File: src/rtl/scan_run_controller.sv
// Scan-chain load-and-run controller.
// A session shifts a host-supplied bit stream into the processor scan chain,
// then enables the processor until it halts, a single step completes, or
// the latched cycle limit is reached. Abort or reset ends any session at once.
module scan_run_controller (
    input  logic        clk,
    input  logic        rst,
    input  logic        start,
    input  logic        abort,
    input  logic        step_mode,
    input  logic [7:0]  chain_len,
    input  logic [15:0] cycle_limit,
    input  logic        host_bit,
    input  logic        host_valid,
    output logic        host_ready,
    output logic        out_bit,
    output logic        out_valid,
    output logic        scan_enable,
    output logic        scan_in,
    input  logic        scan_out,
    output logic        processor_enable,
    input  logic        processor_halted,
    output logic        busy,
    output logic        done,
    output logic        halted_flag,
    output logic        timeout_flag,
    output logic [15:0] cycle_count
);

    typedef enum logic [1:0] {
        ST_IDLE,
        ST_SHIFT,
        ST_RUN,
        ST_DONE
    } state_e;

    state_e      state_q, state_d;
    logic [7:0]  len_q, len_d;
    logic [15:0] limit_q, limit_d;
    logic        step_q, step_d;
    logic [7:0]  bit_cnt_q, bit_cnt_d;
    logic [15:0] cycle_count_q, cycle_count_d;
    logic        halted_q, halted_d;
    logic        timeout_q, timeout_d;

    logic        transfer;
    logic [7:0]  bit_cnt_inc;
    logic [15:0] cycle_inc;

    // Handshake decode: abort wins over any transfer offered in the same cycle.
    always_comb begin
        transfer    = (state_q == ST_SHIFT) && host_valid && !abort;
        bit_cnt_inc = bit_cnt_q + 8'd1;
        cycle_inc   = (cycle_count_q == 16'hFFFF) ? 16'hFFFF : cycle_count_q + 16'd1;
    end

    // Next-state logic for the session FSM and its session registers.
    always_comb begin
        // NOTE: every variable gets a default before the case so no path leaves it unassigned (no latches).
        state_d       = state_q;
        len_d         = len_q;
        limit_d       = limit_q;
        step_d        = step_q;
        bit_cnt_d     = bit_cnt_q;
        cycle_count_d = cycle_count_q;
        halted_d      = halted_q;
        timeout_d     = timeout_q;

        unique case (state_q)
            ST_IDLE: begin
                if (start && !abort) begin
                    len_d         = chain_len;
                    limit_d       = cycle_limit;
                    step_d        = step_mode;
                    bit_cnt_d     = 8'd0;
                    cycle_count_d = 16'd0;
                    halted_d      = 1'b0;
                    timeout_d     = 1'b0;
                    state_d       = (chain_len == 8'd0) ? ST_RUN : ST_SHIFT;
                end
            end
            ST_SHIFT: begin
                if (abort) begin
                    state_d = ST_IDLE;
                end else if (transfer) begin
                    bit_cnt_d = bit_cnt_inc;
                    if (bit_cnt_inc == len_q) begin
                        state_d = ST_RUN;
                    end
                end
            end
            ST_RUN: begin
                if (abort) begin
                    state_d = ST_IDLE;
                end else begin
                    cycle_count_d = cycle_inc;
                    // A halt outranks both single-step completion and the limit.
                    if (processor_halted) begin
                        halted_d = 1'b1;
                        state_d  = ST_DONE;
                    end else if (step_q) begin
                        state_d = ST_DONE;
                    end else if ((limit_q != 16'd0) && (cycle_inc == limit_q)) begin
                        timeout_d = 1'b1;
                        state_d   = ST_DONE;
                    end
                end
            end
            ST_DONE: begin
                state_d = ST_IDLE;
            end
            default: begin
                state_d = ST_IDLE;
            end
        endcase
    end

    // State and session registers; reset returns everything to idle/zero.
    always_ff @(posedge clk or negedge rst) begin
        if (!rst) begin
            state_q       <= ST_IDLE;
            len_q         <= 8'd0;
            limit_q       <= 16'd0;
            step_q        <= 1'b0;
            bit_cnt_q     <= 8'd0;
            cycle_count_q <= 16'd0;
            halted_q      <= 1'b0;
            timeout_q     <= 1'b0;
        end else begin
            // NOTE: non-blocking assignments so every register samples the pre-edge values.
            state_q       <= state_d;
            len_q         <= len_d;
            limit_q       <= limit_d;
            step_q        <= step_d;
            bit_cnt_q     <= bit_cnt_d;
            cycle_count_q <= cycle_count_d;
            halted_q      <= halted_d;
            timeout_q     <= timeout_d;
        end
    end

    // Outputs are decoded from state so reset drops them in the same cycle.
    always_comb begin
        host_ready       = (state_q == ST_SHIFT) && !abort;
        scan_enable      = transfer;
        scan_in          = transfer & host_bit;
        out_valid        = transfer;
        out_bit          = transfer & scan_out;
        processor_enable = (state_q == ST_RUN);
        busy             = (state_q != ST_IDLE);
        done             = (state_q == ST_DONE);
        halted_flag      = halted_q;
        timeout_flag     = timeout_q;
        cycle_count      = cycle_count_q;
    end

endmodule

File: config.mk
export PLATFORM = sky130hd
export DESIGN_NAME = scan_run_controller
export DESIGN_NICKNAME = d
export VERILOG_FILES = /design/src/rtl/scan_run_controller.sv
export SDC_FILE = /design/constraint.sdc
export NUM_CORES = 1
export LEC_CHECK = 0
export ABC_AREA = 1
export CAP_MARGIN = 5
export CORE_MARGIN = 4
export CORE_UTILIZATION = 30
export CTS_CLUSTER_DIAMETER = 80
export DETAILED_ROUTE_END_ITERATION = 7
export GPL_ROUTABILITY_DRIVEN = 0
export SLEW_MARGIN = 25
export SYNTH_ARGS = -nofsm -noshare
export SYNTH_HDL_FRONTEND = slang
export SYNTH_SLANG_ARGS = --single-unit
File: constraint.sdc
create_clock -name clk -period 3.7 [get_ports clk]
set_clock_uncertainty 0.2 [all_clocks]
set_input_delay 0.37 -clock clk [delete_from_list [all_inputs] [get_ports clk]]
set_output_delay 0.37 -clock clk [all_outputs]
set_load 0.01 [all_outputs]
# Word-level counts from Yosys, hierarchy flattened
# Index checks and enable logic that the tools add are counted.
# word_totals
mem_count,0
latch_bits,0
rom_bits,0
elab_cells,74
input_bits,33
out_inout_bits,26
ram_bits,0
register_bits,53
# classes
n_bitwise,2
div,0
mux,27
n_eq_ne,17
n_mul,0
shift,0
reduce_logical,18
addsub,2
magnitude_cmp,0
# op_table
operator,count
$mux W16,3
$pmux W16 S2,1
$mux W8,3
$mux W2,9
$add A16 B1 Y16 const B,1
$eq A16 B16 Y1,1
$eq A16 B16 Y1 const B,1
$pmux W8 S2,1
$reduce_bool A16 Y1,1
$ne A2 B2 Y1 const B,6
$reduce_and A4 Y1,3
$add A8 B1 Y8 const B,1
$eq A8 B8 Y1,1
$logic_not A8 Y1,1
$pmux W2 S4,1
$mux W1,7
$reduce_and A6 Y1,1
$reduce_bool A2 Y1,3
$logic_and A1 B1 Y1,5
$ne A5 B2 Y1 const B,1
$eq A2 B2 Y1 const B,2
$ne A2 B1 Y1 const B,2
$pmux W1 S2,2
$ne A3 B2 Y1 const B,1
7 further kinds,8

# Logic depth before layout (Yosys ltp)
# Gate-level depths: netlist (run 1).
# logic_depth
ltp_word,9
depth_mapped,16
mapped_depth_nobuf,16

# Worst setup path before layout (run 1)
# OpenSTA, ideal clock, no wires.
# synth_path
kind,register to register
start,reg cycle_count_q[0] (netlist: cycle_count[0])
end,reg state_q[1]
stages_incl_launch_ff,14
period_less_slack_ps,2159
path_slack_ps,1541
path_buffers,1
arrival_ps,1831
cell_sequence,dfrtp_1 -> ha_1 -> nand2_2 -> nor2_4 -> nand4_4 -> buf_6 -> nand3_2 -> nand2_1 -> nor2_1 -> nand2_1 -> nor2_1 -> nand3_1 -> nand2_1 -> o21ai_0
# synth_between
elab_chain_len,6
elab_cells_between_ends,7
# synth_rtl
item,line,source
from (decl),42,"logic [15:0] cycle_count_q, cycle_count_d;"
from (signal assigned),136,cycle_count_q <= cycle_count_d;
$add A16 B1 Y16 or $eq A16 B16 Y1 (tied branches),54,cycle_inc = (cycle_count_q == 16'hFFFF) ? 16'hFFFF : cycle_count_q + 16'd1;
$mux W16 *,54,
$eq A16 B16 Y1 *,103,end else if ((limit_q != 16'd0) && (cycle_inc == limit_q)) begin
$logic_and A1 B1 Y1 *,103,
$ne A5 B2 Y1 (no line) *,n/a,
$reduce_and A4 Y1 (no line) *,n/a,
to (signal assigned),131,state_q <= state_d;
to (decl),37,"state_e state_q, state_d;"
# Every way passes the cells marked *; elsewhere a longest branch is shown, timed or not.
# A chain may end at the register's enable or synchronous reset.

# Worst setup path in the final report (run 1)
# layout_path
start,in abort
end,out scan_enable
# layout_between
elab_chain_len,2
# layout_rtl
item,line,source
from (decl),9,"input logic abort,"
$logic_not A1 Y1,52,transfer = (state_q == ST_SHIFT) && host_valid && !abort;
$logic_and A1 B1 Y1,52,
to (decl),18,"output logic scan_enable,"
# No other way between the ends.

==> flow_metrics.py, run 1 <==
metrics = {
    "run_status": {
        "status": "completed",
    },
    "global_route": {
        "globalRouteMet3Util": 0.01903,
        "grt_remaining_overflow": 0,
        "gr-usage-met1": 0.2160,
        "antenna_violations_before_repair": 0,
        "top_usage_layer": "met2",
        "grt_start_max_net_pins": 37,
        "grt_first_pass_wirelength_um": 15680,
        "globalRouteMet2Util": 0.2346,
        "grt_pass1_vias": 3228,
        "groute.usage.overall": 0.1487,
    },
    "logic_synthesis": {
        "post_synth_most_frequent_cells": "sky130_fd_sc_hd__nand2_1 (165), sky130_fd_sc_hd__inv_1 (72), sky130_fd_sc_hd__dfrtp_1 (53)",
        "synth_area_per_cell_sq_um": 6.825,
        "synth-warning-count": 0,
        "synth_area_leader_cell": "sky130_fd_sc_hd__dfrtp_1",
        "ys.flop_type": "sky130_fd_sc_hd__dfrtp_1",
        "synthDominantCellAreaShare": 0.3910,
        "synth.cell_area_sq_um": 3392,
        "synthDistinctLibCells": 32,
        "synth_enable_flop_cells": 0,
        "synth.most_common_cell": "sky130_fd_sc_hd__nand2_1",
        "postSynth.asyncResetShare": 1.000,
        "synthesis.nets": 532,
        "synth-seq-area-share": 0.3910,
        "netlist_top_cells_area": "sky130_fd_sc_hd__dfrtp_1 (39%), sky130_fd_sc_hd__nand2_1 (18%), sky130_fd_sc_hd__inv_1 (8.0%), sky130_fd_sc_hd__nand3_1 (6.9%), sky130_fd_sc_hd__o21ai_0 (6.6%)",
        "postSynthCellCount": 497,
        "synth-seq-cells": 53,
    },
    "route": {
        "routed_wire_length_per_instance_um": 13.43,
        "route.antenna.remaining_nets": 0,
        "drtPass1Iterations": 5,
        "via_count": 3359,
        "route.detailed.drc": 0,
        "drt-vias-per-instance": 4.826,
        "wl_um": 9344,
        "detailedRoute.firstIterationViolations": 262,
    },
    "clocking": {
        "clock_sinks": 53,
        "clkTransAtPathRegs_ps": 70,
        "clockBufferDepth": 2,
        "post_cts_repair_resize_count": 0,
        "cts_tree": "yes",
        "post_cts_setup_repair_bufs": 0,
        "clkLatencyLatePin_ps": 300,
        "cts_made_buffers": 5,
        "cts-root-buf": "sky130_fd_sc_hd__clkbuf_16",
        "clock_tree.htree_level_count": 2,
    },
    "floorplan": {
        "die_h_um": 114.3,
        "ioPinCount": 59,
        "start_util": 0.3102,
        "dieArea_sq_um": 13070,
        "core_area_sq_um": 10940,
        "die_width_um": 114.3,
        "num_rows": 38,
    },
    "placed_design": {
        "placedCellCount": 687,
        "placement.cell_area_sq_um": 4104,
        "total_half_perimeter_wirelength_after_legalization_and_detailed_placement_um": 7425,
        "pre_cts_ws_ps": 922.4,
        "port-buffer-count": 58,
    },
    "critical_path": {
        "crit_path_top_delay_cell": "sky130_fd_sc_hd__clkdlybuf4s50_1",
        "worstReg2RegStart": "cycle_count[0]",
        "endpoint_kind_of_the_worst_setup_timing_path": "output port",
        "path_cells": "clkdlybuf4s50_1 -> inv_2 -> nand3_1 -> inv_1 -> nand2_1 -> inv_1 -> clkdlybuf4s50_1",
        "criticalPathCategory": "in2out",
        "crit_path_max_fanout": 16,
        "worst_ep_arrival_time_ps": 2200,
        "startpoint": "abort",
        "worst_ep_required_time_ps": 3130,
        "slowest_delay_ps": 550,
        "start_kind": "input port",
    },
    "flow_run": {
        "max_cap_violations": 0,
    },
    "power": {
        "leakage_nw": 2.009,
        "power_per_cell_area_nw_per_um2": 550.8,
        "max-vdd-ir-drop_uv": 240.6,
        "tot_pwr_mw": 2.347,
    },
    "min_path": {
        "hp-class": "reg2reg",
        "hold_start": "len_q[3]",
    },
    "sta": {
        "fin_tns_setup_ps": 0,
        "timing_max_transition_violations_final": 0,
        "whs_ps": 308.8,
        "final_critical_path_setup_slack_ps": 925.7,
        "final.min_clock_period_ps": 2774,
        "final_min_period_over_clock_period": 0.7498,
        "rsz0062_at_grt": "no",
        "slew-limit-headroom": 0.5414,
        "achievable-frequency_mhz": 360.5,
        "timing.final.setup_violations": 0,
        "hold_viol_final": 0,
        "tightestPinTransition_ps": 670.6,
    },
    "finish": {
        "nNetsFinal": 590,
        "layout.cells.non_filler": 696,
        "area_delta_synth_final_pct": 25.64,
        "stdcell_area_sq_um": 4262,
        "diodes": 0,
        "drive_gt1_frac": 0.05576,
        "utilization": 0.3897,
        "fill_cells": 1143,
    },
}
## worst max-delay path, delay by kind of cell
| family | cells | cell delay, ps |
|---|---|---|
| buffers and inverters | 5 | 1480 |
| and+or+nand+nor | 2 | 340 |
## power breakdown
group	switching (mW)	internal, mW	total, mW
clock	0.216	0.251	0.467
combinational	0.580	0.393	0.973
sequential	0.155	0.753	0.908
total	0.951	1.40	2.35
## routing by layer
layer  wire [um]  up-vias
met3         510        8
met5           0        -
met1        4495     1537
li1            -     1704
met2        4224      110
met4         114        0
## cell usage in the layout (no fill, tap or decap), drive strengths merged
master	n
clkinv	1
o211ai	2
nand4	17
o21ai	45
a21oi	1
a32o	1
o41ai	1
or2	1
dlygate4sd3	1
and2	1
o22ai	9
inv	73
nor2	44
nor3	3
nand3	53
ha	2
clkinvlp	3
a21boi	1
nand2	168
clkdlybuf4s50	57
xnor2	4
dfrtp	53
buf	4
clkbuf	5
xor2	5
a2111oi	1
## state kept, by name (all words and copies together), names as in the netlist
register / cells
bit_cnt_q: 8
cycle_count: 16
halted_flag: 1
len_q: 8
limit_q: 16
state_q: 2
step_q: 1
timeout_flag: 1
## final timing paths
kind                       cells past startpoint  slack [ps]        endpoint
setup reg to reg                              13        1010    timeout_flag
hold / removal                                 2         310        len_q[3]
min in group asynchronous                      2         370  cycle_count[0]
setup / recovery                               7         930     scan_enable
hold reg to reg                                2         310        len_q[3]
max in group asynchronous                      3        2130    bit_cnt_q[1]
## logic make-up (layout without fill, tap and decap cells)
kind of cell / after synthesis / after routing / share of synthesized area
adder cells (fa/ha/maj): 2 / 2 / 0.007376
AO/OA/AOI/OAI: 61 / 61 / 0.1003
buffers and inverters: 85 / 144 / 0.09996
flip-flops: 53 / 53 / 0.3910
XOR/XNOR: 9 / 9 / 0.02324
AND/OR/NAND/NOR: 287 / 287 / 0.3781
## timing repair
| action | in CTS | in global routing |
|---|---|---|
| hold buffers | 1 | 0 |
| endpoints found under the setup margin | 0 | 0 |
| hold endpoints to repair | 20 | 0 |
## final cells by class
cell class | count | area [sq um] | share of cell area
Sequential cell | 53 | 1326 | 0.3112
Clock inverter | 3 | 22.52 | 0.005285
Multi-Input combinational cell | 359 | 1727 | 0.4052
Tap cell | 140 | 175.2 | 0.04110
Clock buffer | 5 | 125.1 | 0.02936
Timing Repair Buffer | 62 | 608.1 | 0.1427
Inverter | 74 | 277.8 | 0.06518
Note: power is estimated with default switching activity, not from simulation.
==> inputs of run 2 (changes only) <==
clock period = 2.35 ns   (was 3.7 ns; I/O delays follow)
==> flow_metrics.py, run 2 (same netlist as run 1, synthesis figures left out) <==
metrics = {
    "finish": {
        "seq_area_sq_um": 1329,
        "fill_cells": 1149,
        "commonest_non_fill_non_tap_cells_in_the_layout": "sky130_fd_sc_hd__nand2_1 (155), sky130_fd_sc_hd__inv_1 (72), sky130_fd_sc_hd__clkdlybuf4s50_1 (56), sky130_fd_sc_hd__dfrtp_1 (51), sky130_fd_sc_hd__nand3_1 (43)",
        "multi_input_combinational_cell_area_sq_um": 1833,
        "drive_gt1_frac": 0.1516,
        "mostFrequentLayoutCell": "sky130_fd_sc_hd__nand2_1",
        "nNetsFinal": 621,
        "area_delta_synth_final_pct": 36.52,
        "diodes": 0,
    },
    "route": {
        "route.antenna.remaining_nets": 0,
        "drt-vias-per-instance": 4.752,
        "routed-wl-met3_um": 502,
        "detailroute.wirelength.met2_um": 4441,
        "detailedRoute.firstIterationViolations": 218,
        "via_count": 3455,
        "routed_wire_length_per_instance_um": 13.34,
        "route.detailed.drc": 0,
        "top_signal_layer_used": "met4",
        "wl_um": 9698,
        "wl_met1_um": 4661,
        "drtPass1Iterations": 5,
    },
    "sta": {
        "final_min_period_over_clock_period": 0.9694,
        "timing_max_transition_violations_final": 0,
        "tightestPinTransition_ps": 568.2,
        "timing.final.setup_violations": 0,
        "slew-limit-headroom": 0.6212,
        "hold_viol_final": 0,
        "final_critical_path_setup_slack_ps": 71.86,
        "rsz0062_at_grt": "yes",
        "final.min_clock_period_ps": 2278,
        "achievable-frequency_mhz": 439.0,
    },
    "floorplan": {
        "core_area_sq_um": 10940,
        "die_h_um": 114.3,
        "die_width_um": 114.3,
        "num_rows": 38,
        "start_util": 0.3102,
        "dieArea_sq_um": 13070,
        "ioPinCount": 59,
    },
    "critical_path": {
        "worst_ep_required_time_ps": 2370,
        "criticalPathCategory": "reg2reg",
        "worst_ep_arrival_time_ps": 2300,
        "endpoint_kind_of_the_worst_setup_timing_path": "flop",
        "crit_path_max_fanout": 5,
        "start_kind": "flop",
    },
    "power": {
        "power_per_cell_area_nw_per_um2": 836.4,
        "tot_pwr_mw": 3.873,
        "leakage_nw": 2.208,
        "max-vdd-ir-drop_uv": 378.7,
    },
    "clocking": {
        "clkLatencyLatePin_ps": 290,
        "clkTransAtPathRegs_ps": 70,
        "clock_sinks": 53,
        "cts_tree": "yes",
        "cts-root-buf": "sky130_fd_sc_hd__clkbuf_16",
        "cts_made_buffers": 5,
        "clock_tree.htree_level_count": 2,
        "clockBufferDepth": 2,
    },
    "run_status": {
        "status": "completed",
    },
    "min_path": {
        "hp-class": "in2async",
    },
    "placed_design": {
        "total_half_perimeter_wirelength_after_legalization_and_detailed_placement_um": 7794,
        "port-buffer-count": 58,
        "pre_cts_ws_ps": 62.82,
    },
    "global_route": {
        "grt_pass1_vias": 3326,
        "grt_first_pass_wirelength_um": 16080,
        "groute.usage.overall": 0.1510,
        "grt_remaining_overflow": 0,
        "antenna_violations_before_repair": 0,
        "grt_start_max_net_pins": 37,
    },
    "flow_run": {
        "max_cap_violations": 0,
    },
}
==> run 2: cell count changes in the layout (fill, tap and decap cells not counted), moves of 3 or more <==
cell	change
sky130_fd_sc_hd__o21ai_0	-4
sky130_fd_sc_hd__nor2_2	+6
sky130_fd_sc_hd__nand3_2	+3
sky130_fd_sc_hd__nand2_2	+8
sky130_fd_sc_hd__buf_4	+29
sky130_fd_sc_hd__nand3_1	-4
sky130_fd_sc_hd__nand2_1	-10
sky130_fd_sc_hd__o21ai_1	+3
sky130_fd_sc_hd__nor2_1	-8
==> run 2: layout make-up <==
| cell class | count | area share |
|---|---|---|
| tap | 140 | 0.03783 |
| inverter | 74 | 0.05998 |
| clock inverter | 3 | 0.009997 |
| timing repair buffer | 93 | 0.1824 |
| clock buffer | 5 | 0.02702 |
| sequential | 53 | 0.2869 |
| multi-input combinational | 359 | 0.3958 |
==> run 2: repair_timing <==
| item | CTS | global route |
|---|---|---|
| setup endpoints to repair | 0 | 4 |
| resized for setup | 0 | 38 |
| hold buffers | 1 | 0 |
| hold endpoints to repair | 21 | 0 |
| setup buffers | 0 | 10 |
==> run 2: per-layer routing <==
layer	up-vias	global-route usage
met5	-	0
met4	0	0.03959
met3	6	0.02378
met2	99	0.2322
met1	1571	0.2209
li1	1779	-
==> run 2: final timing paths <==
path / from / to / slack, ps / cells past startpoint
worst min-delay path: rst / limit_q[2] / 270 / 2
worst max-delay path: cycle_count[1] / timeout_flag / 70 / 14
min in group clk: step_mode / step_q / 290 / 3
max in group asynchronous: rst / cycle_count[10] / 1030 / 3
worst min register to register: len_q[7] / len_q[7] / 310 / 2
worst max register to register: cycle_count[1] / timeout_flag / 70 / 14
==> run 2: per-stage QoR <==
step           setup TNS (ps)  area, sq um  utilization  cells  hold WS, ps
3_3_place_gp                0         4262       0.3897    708        59.56
4_1_cts                     0         4443       0.4063    717        281.5
3_5_place_dp                0         4262       0.3897    708        64.57
6_report                    0         4631       0.4235    727        274.4
5_1_grt                -147.3         4631       0.4235    727        301.7
2_1_floorplan               0         3392            -    497       -260.6
==> run 2: power breakdown <==
part | internal (mW) | switching, mW
clock | 0.505 | 0.340
sequential | 1.19 | 0.223
combinational | 0.676 | 0.942
==> run 2: worst max-delay path: stages, from the launching register on <==
cell and delay (ps):
sky130_fd_sc_hd__dfrtp_1 360, sky130_fd_sc_hd__ha_2 190, sky130_fd_sc_hd__nand2_2 80, sky130_fd_sc_hd__nor2_4 160
sky130_fd_sc_hd__buf_6 130, sky130_fd_sc_hd__nand4_1 210, sky130_fd_sc_hd__nand2_2 170, sky130_fd_sc_hd__nand2_1 60
sky130_fd_sc_hd__nand2_1 60, sky130_fd_sc_hd__nand2_1 60, sky130_fd_sc_hd__nor2_2 70, sky130_fd_sc_hd__nand2_1 70
sky130_fd_sc_hd__nor2_2 140, sky130_fd_sc_hd__nand3_2 90, sky130_fd_sc_hd__a21oi_2 150
